**config.mk**
```make
export PLATFORM = sky130hd
export DESIGN_NAME = ncpu64k_sram_wbuf
export DESIGN_NICKNAME = d
export VERILOG_FILES = /design/src/rtl/ncpu64k_sram_wbuf_pkg.sv /design/src/rtl/ncpu64k_wbuf_fwd.sv /design/src/rtl/ncpu64k_sram_wbuf.sv
export SDC_FILE = /design/constraint.sdc
export NUM_CORES = 1
export LEC_CHECK = 0
export CELL_PAD_IN_SITES_DETAIL_PLACEMENT = 1
export CELL_PAD_IN_SITES_GLOBAL_PLACEMENT = 1
export CORE_ASPECT_RATIO = 1.1
export CORE_MARGIN = 3
export CORE_UTILIZATION = 35
export DETAILED_ROUTE_END_ITERATION = 8
export GPL_TIMING_DRIVEN = 1
export PLACE_DENSITY_LB_ADDON = 0.25
export SYNTH_ARGS = -nofsm -noshare
export SYNTH_HDL_FRONTEND = slang
export SYNTH_SLANG_ARGS = --single-unit
```
**constraint.sdc**
```tcl
create_clock -name CLK -period 12.8 [get_ports CLK]
set_clock_uncertainty 0.1 [all_clocks]
set_input_delay 1.28 -clock CLK [delete_from_list [all_inputs] [get_ports CLK]]
set_output_delay 1.28 -clock CLK [all_outputs]
set_load 0.02 [all_outputs]
```
**src/rtl/ncpu64k_sram_wbuf_pkg.sv**
```systemverilog
// ncpu64k_sram_wbuf_pkg
//   Shared defaults for the SRAM write buffer and its forwarding network.
//   WBUF_P_DW    : log2 of the data width in bits (6 -> 64-bit words)
//   WBUF_AW      : SRAM word address width
//   WBUF_DEPTH_P : log2 of the number of buffer entries
//   Optional feature macro (consumed by the top): NCPU_WBUF_COALESCE_EN
package ncpu64k_sram_wbuf_pkg;

    localparam int WBUF_P_DW    = 6;
    localparam int WBUF_AW      = 6;
    localparam int WBUF_DEPTH_P = 2;

endpackage

```
**src/rtl/ncpu64k_wbuf_fwd.sv**
```systemverilog
// ncpu64k_wbuf_fwd
//   Combinational read-forwarding network. Walks the valid buffer entries
//   from oldest to newest and then the write accepted in the same cycle,
//   so later writes override earlier ones byte by byte.
// Ports:
//   ent_addr/ent_be/ent_dat : entry array (indexed by physical slot)
//   head, count             : oldest slot and number of valid entries
//   wr_en/waddr/wbe/wdat    : write accepted this cycle (counts as newest)
//   raddr                   : read address being issued
//   fwd_mask/fwd_dat        : bytes to take from the buffer instead of SRAM
module ncpu64k_wbuf_fwd
    import ncpu64k_sram_wbuf_pkg::*;
#(
    parameter int P_DW    = WBUF_P_DW,
    parameter int AW      = WBUF_AW,
    parameter int DEPTH_P = WBUF_DEPTH_P
) (
    input  logic [AW-1:0]         ent_addr [1<<DEPTH_P],
    input  logic [(1<<P_DW)/8-1:0] ent_be  [1<<DEPTH_P],
    input  logic [(1<<P_DW)-1:0]  ent_dat  [1<<DEPTH_P],
    input  logic [DEPTH_P-1:0]    head,
    input  logic [DEPTH_P:0]      count,
    input  logic                  wr_en,
    input  logic [AW-1:0]         waddr,
    input  logic [(1<<P_DW)/8-1:0] wbe,
    input  logic [(1<<P_DW)-1:0]  wdat,
    input  logic [AW-1:0]         raddr,
    output logic [(1<<P_DW)/8-1:0] fwd_mask,
    output logic [(1<<P_DW)-1:0]  fwd_dat
);

    localparam int BW   = (1 << P_DW) / 8;
    localparam int NENT = 1 << DEPTH_P;

    logic [DEPTH_P-1:0] idx;

    always_comb begin
        fwd_mask = '0;
        fwd_dat  = '0;
        idx      = '0;
        for (int k = 0; k < NENT; k++) begin
            idx = head + DEPTH_P'(k);
            if (count > (DEPTH_P+1)'(k) && ent_addr[idx] == raddr) begin
                for (int b = 0; b < BW; b++) begin
                    if (ent_be[idx][b]) begin
                        fwd_mask[b]       = 1'b1;
                        fwd_dat[b*8 +: 8] = ent_dat[idx][b*8 +: 8];
                    end
                end
            end
        end
        if (wr_en && waddr == raddr) begin
            for (int b = 0; b < BW; b++) begin
                if (wbe[b]) begin
                    fwd_mask[b]       = 1'b1;
                    fwd_dat[b*8 +: 8] = wdat[b*8 +: 8];
                end
            end
        end
    end

endmodule

```
**src/rtl/ncpu64k_sram_wbuf.sv**
```systemverilog
// ncpu64k_sram_wbuf
//   Write buffer in front of a single-port byte-enable SRAM (1-cycle read).
//   Writes are queued and drained only in cycles without a read, so reads
//   are never stalled; read data is byte-merged with pending writes.
// Ports:
//   CLK, RST (async, active-high)
//   i_re/i_raddr -> o_rvalid/o_rdat (one cycle later)
//   i_we/i_waddr/i_wdat, o_wready : byte-masked write request / accept
//   o_empty                       : no pending entries
//   o_ram_addr/o_ram_re/o_ram_we/o_ram_din, i_ram_dout : SRAM interface
// Optional feature: define NCPU_WBUF_COALESCE_EN to merge a write into the
//   newest entry when the address matches.
module ncpu64k_sram_wbuf
    import ncpu64k_sram_wbuf_pkg::*;
#(
    parameter int P_DW    = WBUF_P_DW,
    parameter int AW      = WBUF_AW,
    parameter int DEPTH_P = WBUF_DEPTH_P
) (
    input  logic                   CLK,
    input  logic                   RST,
    input  logic                   i_re,
    input  logic [AW-1:0]          i_raddr,
    output logic                   o_rvalid,
    output logic [(1<<P_DW)-1:0]   o_rdat,
    input  logic [(1<<P_DW)/8-1:0] i_we,
    input  logic [AW-1:0]          i_waddr,
    input  logic [(1<<P_DW)-1:0]   i_wdat,
    output logic                   o_wready,
    output logic                   o_empty,
    output logic [AW-1:0]          o_ram_addr,
    output logic                   o_ram_re,
    output logic [(1<<P_DW)/8-1:0] o_ram_we,
    output logic [(1<<P_DW)-1:0]   o_ram_din,
    input  logic [(1<<P_DW)-1:0]   i_ram_dout
);

    localparam int DW   = 1 << P_DW;
    localparam int BW   = DW / 8;
    localparam int NENT = 1 << DEPTH_P;

    function automatic logic [DW-1:0] byte_merge(input logic [DW-1:0] old_d,
                                                 input logic [DW-1:0] new_d,
                                                 input logic [BW-1:0] be);
        logic [DW-1:0] r;
        r = old_d;
        for (int b = 0; b < BW; b++)
            if (be[b]) r[b*8 +: 8] = new_d[b*8 +: 8];
        return r;
    endfunction

    logic [DEPTH_P:0]   head_q, head_d, tail_q, tail_d, count;
    logic [DEPTH_P-1:0] head_idx, tail_idx;
    logic [AW-1:0]      ent_addr_q [NENT];
    logic [AW-1:0]      ent_addr_d [NENT];
    logic [BW-1:0]      ent_be_q   [NENT];
    logic [BW-1:0]      ent_be_d   [NENT];
    logic [DW-1:0]      ent_dat_q  [NENT];
    logic [DW-1:0]      ent_dat_d  [NENT];
    logic               full, empty, wr_req, drain, merge, push, accept;
    logic               rvalid_q, rvalid_d;
    logic [BW-1:0]      fwd_mask, fwd_mask_q, fwd_mask_d;
    logic [DW-1:0]      fwd_dat, fwd_dat_q, fwd_dat_d;

    assign head_idx = head_q[DEPTH_P-1:0];
    assign tail_idx = tail_q[DEPTH_P-1:0];
    assign count    = tail_q - head_q;
    assign empty    = (head_q == tail_q);
    assign full     = (head_q[DEPTH_P] != tail_q[DEPTH_P]) &&
                      (head_q[DEPTH_P-1:0] == tail_q[DEPTH_P-1:0]);
    assign wr_req   = |i_we;
    // Reads own the SRAM port; draining only happens in read-free cycles.
    assign drain    = !i_re && !empty;

`ifdef NCPU_WBUF_COALESCE_EN
    logic [DEPTH_P-1:0] newest_idx;
    assign newest_idx = tail_idx - 1'b1;
    // The newest entry cannot absorb a write while it is leaving the buffer.
    assign merge = wr_req && !empty && (ent_addr_q[newest_idx] == i_waddr) &&
                   !(drain && count == (DEPTH_P+1)'(1));
`else
    assign merge = 1'b0;
`endif

    assign o_wready = !full || merge;
    assign accept   = wr_req && o_wready;
    assign push     = accept && !merge;
    assign o_empty  = empty;

    always_comb begin
        head_d = head_q + (DEPTH_P+1)'(drain);
        tail_d = tail_q + (DEPTH_P+1)'(push);
    end

    always_comb begin
        ent_addr_d = ent_addr_q;
        ent_be_d   = ent_be_q;
        ent_dat_d  = ent_dat_q;
        if (push) begin
            ent_addr_d[tail_idx] = i_waddr;
            ent_be_d[tail_idx]   = i_we;
            ent_dat_d[tail_idx]  = i_wdat;
        end
`ifdef NCPU_WBUF_COALESCE_EN
        if (merge) begin
            ent_be_d[newest_idx]  = ent_be_q[newest_idx] | i_we;
            ent_dat_d[newest_idx] = byte_merge(ent_dat_q[newest_idx], i_wdat, i_we);
        end
`endif
    end

    always_comb begin
        o_ram_re   = i_re;
        o_ram_addr = '0;
        o_ram_we   = '0;
        o_ram_din  = '0;
        if (i_re) begin
            o_ram_addr = i_raddr;
        end else if (drain) begin
            o_ram_addr = ent_addr_q[head_idx];
            o_ram_we   = ent_be_q[head_idx];
            o_ram_din  = ent_dat_q[head_idx];
        end
    end

    ncpu64k_wbuf_fwd #(
        .P_DW    (P_DW),
        .AW      (AW),
        .DEPTH_P (DEPTH_P)
    ) u_fwd (
        .ent_addr (ent_addr_q),
        .ent_be   (ent_be_q),
        .ent_dat  (ent_dat_q),
        .head     (head_idx),
        .count    (count),
        .wr_en    (accept),
        .waddr    (i_waddr),
        .wbe      (i_we),
        .wdat     (i_wdat),
        .raddr    (i_raddr),
        .fwd_mask (fwd_mask),
        .fwd_dat  (fwd_dat)
    );

    // Forward snapshot taken at read issue; SRAM supplies the rest next cycle.
    always_comb begin
        rvalid_d   = i_re;
        fwd_mask_d = i_re ? fwd_mask : fwd_mask_q;
        fwd_dat_d  = i_re ? fwd_dat  : fwd_dat_q;
    end

    always_ff @(posedge CLK or posedge RST) begin
        if (RST) begin
            head_q   <= '0;
            tail_q   <= '0;
            rvalid_q <= 1'b0;
        end else begin
            head_q   <= head_d;
            tail_q   <= tail_d;
            rvalid_q <= rvalid_d;
        end
    end

    always_ff @(posedge CLK) begin
        ent_addr_q <= ent_addr_d;
        ent_be_q   <= ent_be_d;
        ent_dat_q  <= ent_dat_d;
        fwd_mask_q <= fwd_mask_d;
        fwd_dat_q  <= fwd_dat_d;
    end

    assign o_rvalid = rvalid_q;
    assign o_rdat   = byte_merge(i_ram_dout, fwd_dat_q, fwd_mask_q);

`ifndef SYNTHESIS
    // SRAM output is undefined in the cycle after a write; read priority
    // must keep a read from completing then.
    logic drained_q, drained_d;
    assign drained_d = drain;
    always_ff @(posedge CLK or posedge RST) begin
        if (RST) drained_q <= 1'b0;
        else     drained_q <= drained_d;
    end
    always_ff @(posedge CLK) begin
        if (!RST && rvalid_q)
            assert (!drained_q) else $error("read completed in cycle after drain");
    end
`endif

endmodule

```
Yosys cells after proc, flatten, opt, wreduce, memory -nomap -nowiden

Cells that the tools add are included.

Register bits after elaboration: 391
Latch bits: 0
Bits in writable memories: 0
Bits in read-only memories: 0
Input bits: 151
Output and inout port bits: 146
Word-level logic and storage cells: 208
Memories: 0

Add/subtract/negate cells: 6
Multiply operators: 0
Div/mod/pow operators: 0
Magnitude comparators: 10
Equal/unequal tests: 8
Shifts and indexed selects: 0
Multiplexer cells: 149
Bitwise gates (word level): 5
Reduce and logical (&&, ||, !) cells: 13

Operators with widths:

| cell                | count |
|---|---|
| $mux 64             | 16 |
| $bmux 64 s2         | 4 |
| $mux 8              | 64 |
| $bwmux 256          | 1 |
| $demux 64 s2        | 1 |
| $mux 6              | 11 |
| $bmux 8 s2          | 4 |
| $bmux 6 s2          | 4 |
| $mux 1              | 40 |
| $bwmux 32           | 1 |
| $eq 6x6->1          | 5 |
| $bwmux 24           | 1 |
| $demux 8 s2         | 1 |
| $ge 3x3->1 const B  | 5 |
| $not 2->3           | 5 |
| $demux 6 s2         | 1 |
| $logic_and 1x1->1   | 9 |
| $reduce_or 8->1     | 1 |
| $add 3x1->3         | 2 |
| $gt 3x1->1 const B  | 2 |
| $gt 3x2->1 const B  | 2 |
| $add 2x2->2 const B | 2 |
| $eq 3x3->1          | 1 |
| $logic_not 1->1     | 3 |
| other kinds (5)     | 5 |

Logic depth before layout (Yosys ltp)

Word-level depth: 15
Depth in mapped cells: 16

Modules after synthesis

Synthesis repeated with hierarchy kept, for this count alone.

Cells, all modules: 1903
Area, all modules: 25296.8 um2

Modules (own cells, without submodules):

| module            | instances | cells each | area each (um2) | sequential area each (um2) |
|---|---|---|---|---|
| ncpu64k_sram_wbuf | 1         | 675        | 15158.3         | 11706.2 |
| ncpu64k_wbuf_fwd  | 1         | 1228       | 10138.5         | 0.0 |

Worst setup path before layout

OpenSTA, ideal clock, no wires.

Path type: register to register
Start: reg head_q[1]
End: reg ent_addr_q[18] (netlist bit) (enable)
Setup time: 610 ps
Arrival time: 7931 ps
Required time: 12090 ps
Slack: 4158 ps
Stages on the path, launching flop included: 11
Period minus slack after synthesis: 8642 ps
Path through: dfrtp_1 clkinv_1 buf_2 buf_2 buf_1 clkbuf_1 clkbuf_1 ha_1 a32o_1 clkbuf_1 nor3_1

Cells in the longest elaborated chain, start to end: 4

Ends and longest elaborated chain:

| what                   | line                     | source |
|---|---|---|
| from (decl)            | ncpu64k_sram_wbuf.sv:52  | `logic [DEPTH_P:0] head_q, head_d, tail_q, tail_d, count;` |
| from (signal assigned) | ncpu64k_sram_wbuf.sv:154 | `head_q <= '0;` |
| from (signal assigned) | ncpu64k_sram_wbuf.sv:158 | `head_q <= head_d;` |
| $eq 2x2->1             | ncpu64k_sram_wbuf.sv:70  | `(head_q[DEPTH_P-1:0] == tail_q[DEPTH_P-1:0]);` |
| $logic_and 1x1->1      | ncpu64k_sram_wbuf.sv:69  | `assign full = (head_q[DEPTH_P] != tail_q[DEPTH_P]) &&` |
| $logic_not 1->1        | ncpu64k_sram_wbuf.sv:85  | `assign o_wready = !full \|\| merge;` |
| $logic_and 1x1->1      | ncpu64k_sram_wbuf.sv:86  | `assign accept = wr_req && o_wready;` |
| to (signal assigned)   | ncpu64k_sram_wbuf.sv:165 | `ent_addr_q <= ent_addr_d;` |
| to (decl)              | ncpu64k_sram_wbuf.sv:54  | `logic [AW-1:0] ent_addr_q [NENT];` |

Every way passes these cells.
A chain may end at the register's enable or synchronous reset.

Worst setup path after layout

Start: reg head_q[0]
End: out o_ram_we[0]

Cells in the longest elaborated chain, start to end: 6
Elaborated cells between the ends (all ways): 9
Classes of those cells: 1 x eq/ne; 5 x mux; 1 x bitwise; 2 x reduce/logical

Ends and longest elaborated chain:

| what                                       | line                     | source |
|---|---|---|
| $not 2->3 (not written as such)            | ncpu64k_sram_wbuf.sv:121 | `o_ram_we = ent_be_q[head_idx];` |
| $bmux 8 s2                                 | ncpu64k_sram_wbuf.sv:121 |  |
| $mux 8 (not written as such) (2 in series) | ncpu64k_sram_wbuf.sv:121 |  |
| $mux 8 (*)                                 | ncpu64k_sram_wbuf.sv:119 | `end else if (drain) begin` |
| $mux 8 (*)                                 | ncpu64k_sram_wbuf.sv:117 | `if (i_re) begin` |
| to (decl)                                  | ncpu64k_sram_wbuf.sv:33  | `output logic [(1<<P_DW)/8-1:0] o_ram_we,` |

Mark *: on every way between the ends. The rest lies on a longest branch, timed or not. The select of a mux whose other input is x is not followed.

==> flow_summary.ini <==
[status]
run_status = finished clean

[synthesis]
synth_largest_type_area_fraction_pct = 50.13
postSynthAreaPerCell_um2 = 12.20
synth-edff-count = 384
synth.distinct_cells = 63
yosys_register_bits = 391
synth.net_count = 2043
synth_area_um2 = 23000
synthArstFlopShare_pct = 1.790
yosys_warnings = 0
synth_top_cell_by_area = sky130_fd_sc_hd__edfxtp_1
ys_seq_area_share_pct = 50.89
post_synth_main_area_contributors = sky130_fd_sc_hd__edfxtp_1, sky130_fd_sc_hd__mux2_2, sky130_fd_sc_hd__mux4_2
synth_instances = 1885
synth-main-ff-cell = sky130_fd_sc_hd__edfxtp_1

[global_route]
grt_start_max_net_pins = 101
grtUsageTotal_pct = 21.03
grt_antenna_before_repair = 6
gr-total-overflow = 0
grt_first_pass_wirelength_mm = 111.8
first_global_vias = 18300

[worst_setup_path]
count_of_buffering_cells_on_the_critical_path_with_inverters_included = 4
path_delay_family = buffers and inverters
cp_cell_sequence = buf_4, buf_4, mux2_2, nor2_1, a21oi_1, inv_1, nor2_1, clkdlybuf4s50_1
critical-path-slowest-cell = sky130_fd_sc_hd__dfrtp_4
start_kind = flop
worst_setup_path_end_kind = primary output
worst-setup-path-type = reg -> out
worst_ep_arrival_time_ns = 5.28
crit_required_ns = 11.42
critical_path.max_stage_delay_ns = 1.02
critical_path.max_fanout = 69

[timing]
fin_tns_setup_ns = 0
slack_of_the_critical_path_ns = 6.141
timing.slew.headroom_pct = 11.88
unrepaired_setup_endpoints_after_global_routing = false
worst_pin_slew_ns = 1.312
fmax_mhz = 150.2
timing_max_transition_violations_final = 0
hold_violations = 0
report.final.setup_viol = 0
min_period_over_period_pct = 52.03
finalCriticalPeriod_ns = 6.659

[floorplan]
die_width_um = 250.4
core_region_area_um2 = 64320
io-pin-count = 297
std_cell_rows = 97
chipHeight_um = 274.9
floorplan.die_area_um2 = 68840
floorplan.initialDensity_pct = 35.76

[routing]
drt_first_pass_iters = 5
routed-via-count = 17270
average_routed_wire_per_standard_cell_um = 24.85
detail_route.drc_violations = 0
vias_per_instance = 5.768
drt_iter0_markers = 991
route.antenna.remaining_nets = 0
finalWirelength_mm = 74.40

[layout]
share_of_layout_cells_above_drive_strength_1_pct = 17.40
most-common-layout-cells = sky130_fd_sc_hd__edfxtp_1, sky130_fd_sc_hd__clkdlybuf4s50_1, sky130_fd_sc_hd__mux2_2
nNetsFinal = 2273
stdcell_count = 2994
mostFrequentLayoutCell = sky130_fd_sc_hd__edfxtp_1
fin_util_pct = 43.74
syn2layout_area_growth_pct = 22.32

[pwr]
switching_fraction_pct = 42.36
share_clk_of_total_power_pct = 17.5
p_sw_mw = 3.199
part_of_the_power_in_combinational_logic_pct = 51.9
final_power_mw = 7.552
total_power_density_per_cell_area_nw_per_um2 = 268.4
ir_worst_vdd_mv = 0.2161
power_frac_seq_pct = 30.6
power.internal_mw = 4.353
power_leakage_nw = 9.516

[placed_design]
place_hpwl_mm = 50.20
place.gp.congestion = 0.7891
placed_cells = 2908
pre_cts_ws_ns = 6.765
placement.io_buffers = 296

[clock_network]
postCtsSetupRepairBufs = 0
root_buffer = sky130_fd_sc_hd__clkbuf_16
postCtsResizedCells = 0
numCtsBuffers = 46
cts_tree = done
clock_latency_ns = 0.58
cts.sink_count = 391
cts_max_level = 2
clkTransAtPathRegs_ns = 0.06
clock_tree.buffer_depth = 3
cts_hold_buffers = 0

[hold_path]
path_type_of_the_worst_min_delay_path = reg -> reg

[flow_run]
drv.max_cap_violation_count = 0
==> power groups by stage <==
stage	registers, mW	clock network (mW)	logic (mW)
after global routing	2.38	1.41	4.24
after detailed placement	2.34	0	3.92
after floorplan	2.20	0	2.73
after global placement	2.30	0	3.83
final	2.31	1.32	3.92
after CTS	2.32	1.36	3.94
==> layer usage <==
layer,wire [um],GRT usage [%]
met5,38,0
met4,1986,6.499
met3,3482,3.423
met2,38480,38.24
met1,30410,25.54
==> worst paths after layout <==
kind	from	endpoint	slack [ns]	cells past startpoint
setup reg to reg	head_q[0]$_DFF_PP0_	fwd_dat_q[53]$_DFFE_PP_	7.26	9
min in group asynchronous	RST	head_q[1]$_DFF_PP0_	0.88	2
max in group asynchronous	RST	head_q[0]$_DFF_PP0_	11.42	2
hold reg to reg	head_q[2]$_DFF_PP0_	head_q[2]$_DFF_PP0_	0.39	1
setup / recovery	head_q[0]$_DFF_PP0_	o_ram_we[0]	6.14	8
hold / removal	head_q[2]$_DFF_PP0_	head_q[2]$_DFF_PP0_	0.39	1
==> flip-flops by register name (all words and copies together) (netlist names) <==
register / count
tail_q: 3
ent_be_q: 32
o_rvalid: 1
ent_dat_q: 256
ent_addr_q: 24
head_q: 3
fwd_mask_q: 8
fwd_dat_q: 64
==> layout make-up <==
| cell class | instances | area (um2) |
|---|---|---|
| multi-input cells | 1337 | 10630 |
| clock inverters | 25 | 277.8 |
| diodes | 3 | 7.507 |
| repair buffers | 328 | 3201 |
| fillers | 6694 | 36190 |
| well taps | 841 | 1052 |
| clock buffers | 58 | 1217 |
| flip-flops and latches | 391 | 11710 |
| inverters | 11 | 42.54 |
==> metrics by stage <==
step | hold WS [ns] | cell area, um2
final | 0.3862 | 28140
after global routing | 0.4247 | 28140
after CTS | 0.3891 | 28130
after detailed placement | 0.3772 | 26640
after global placement | 0.3745 | 26640
after floorplan | 0.3576 | 23000
==> logic make-up (layout without fill, tap and decap cells) <==
| family | Yosys count | after routing | share of synthesized area (%) |
|---|---|---|---|
| AND/OR/NAND/NOR | 450 | 450 | 9.138 |
| flip-flops | 391 | 391 | 50.89 |
| buffers and inverters | 157 | 422 | 3.193 |
| adder cells (fa/ha/maj) | 7 | 7 | 0.4134 |
| multiplexers | 392 | 392 | 21.96 |
| XOR/XNOR | 38 | 38 | 1.447 |
| other | 0 | 3 | 0 |
| AO/OA/AOI/OAI | 450 | 450 | 12.96 |
==> cells in the mapped netlist (7+ instances only) <==
| cell | count |
|---|---|
| sky130_fd_sc_hd__xnor2_1 | 30 |
| sky130_fd_sc_hd__buf_1 | 16 |
| sky130_fd_sc_hd__mux2i_1 | 147 |
| sky130_fd_sc_hd__xor2_1 | 8 |
| sky130_fd_sc_hd__and2_1 | 57 |
| sky130_fd_sc_hd__a2111oi_0 | 8 |
| sky130_fd_sc_hd__nand3_1 | 48 |
| sky130_fd_sc_hd__nand2_1 | 136 |
| sky130_fd_sc_hd__a22oi_1 | 84 |
| sky130_fd_sc_hd__edfxtp_1 | 384 |
| sky130_fd_sc_hd__nor4_1 | 16 |
| sky130_fd_sc_hd__mux2_2 | 171 |
| sky130_fd_sc_hd__o21ai_0 | 113 |
| sky130_fd_sc_hd__inv_1 | 10 |
| sky130_fd_sc_hd__mux4_2 | 73 |
| sky130_fd_sc_hd__o21a_1 | 15 |
| sky130_fd_sc_hd__buf_2 | 51 |
| sky130_fd_sc_hd__o221ai_1 | 32 |
| sky130_fd_sc_hd__a21oi_1 | 108 |
| sky130_fd_sc_hd__nor3_1 | 14 |
| sky130_fd_sc_hd__dfrtp_1 | 7 |
| sky130_fd_sc_hd__a31oi_1 | 15 |
| sky130_fd_sc_hd__a22o_1 | 14 |
| sky130_fd_sc_hd__a211o_1 | 7 |
| sky130_fd_sc_hd__nor4b_1 | 8 |
| sky130_fd_sc_hd__nor2_1 | 141 |
| sky130_fd_sc_hd__o211ai_1 | 16 |
| sky130_fd_sc_hd__clkbuf_1 | 70 |
(Power assumes the default switching activity.)
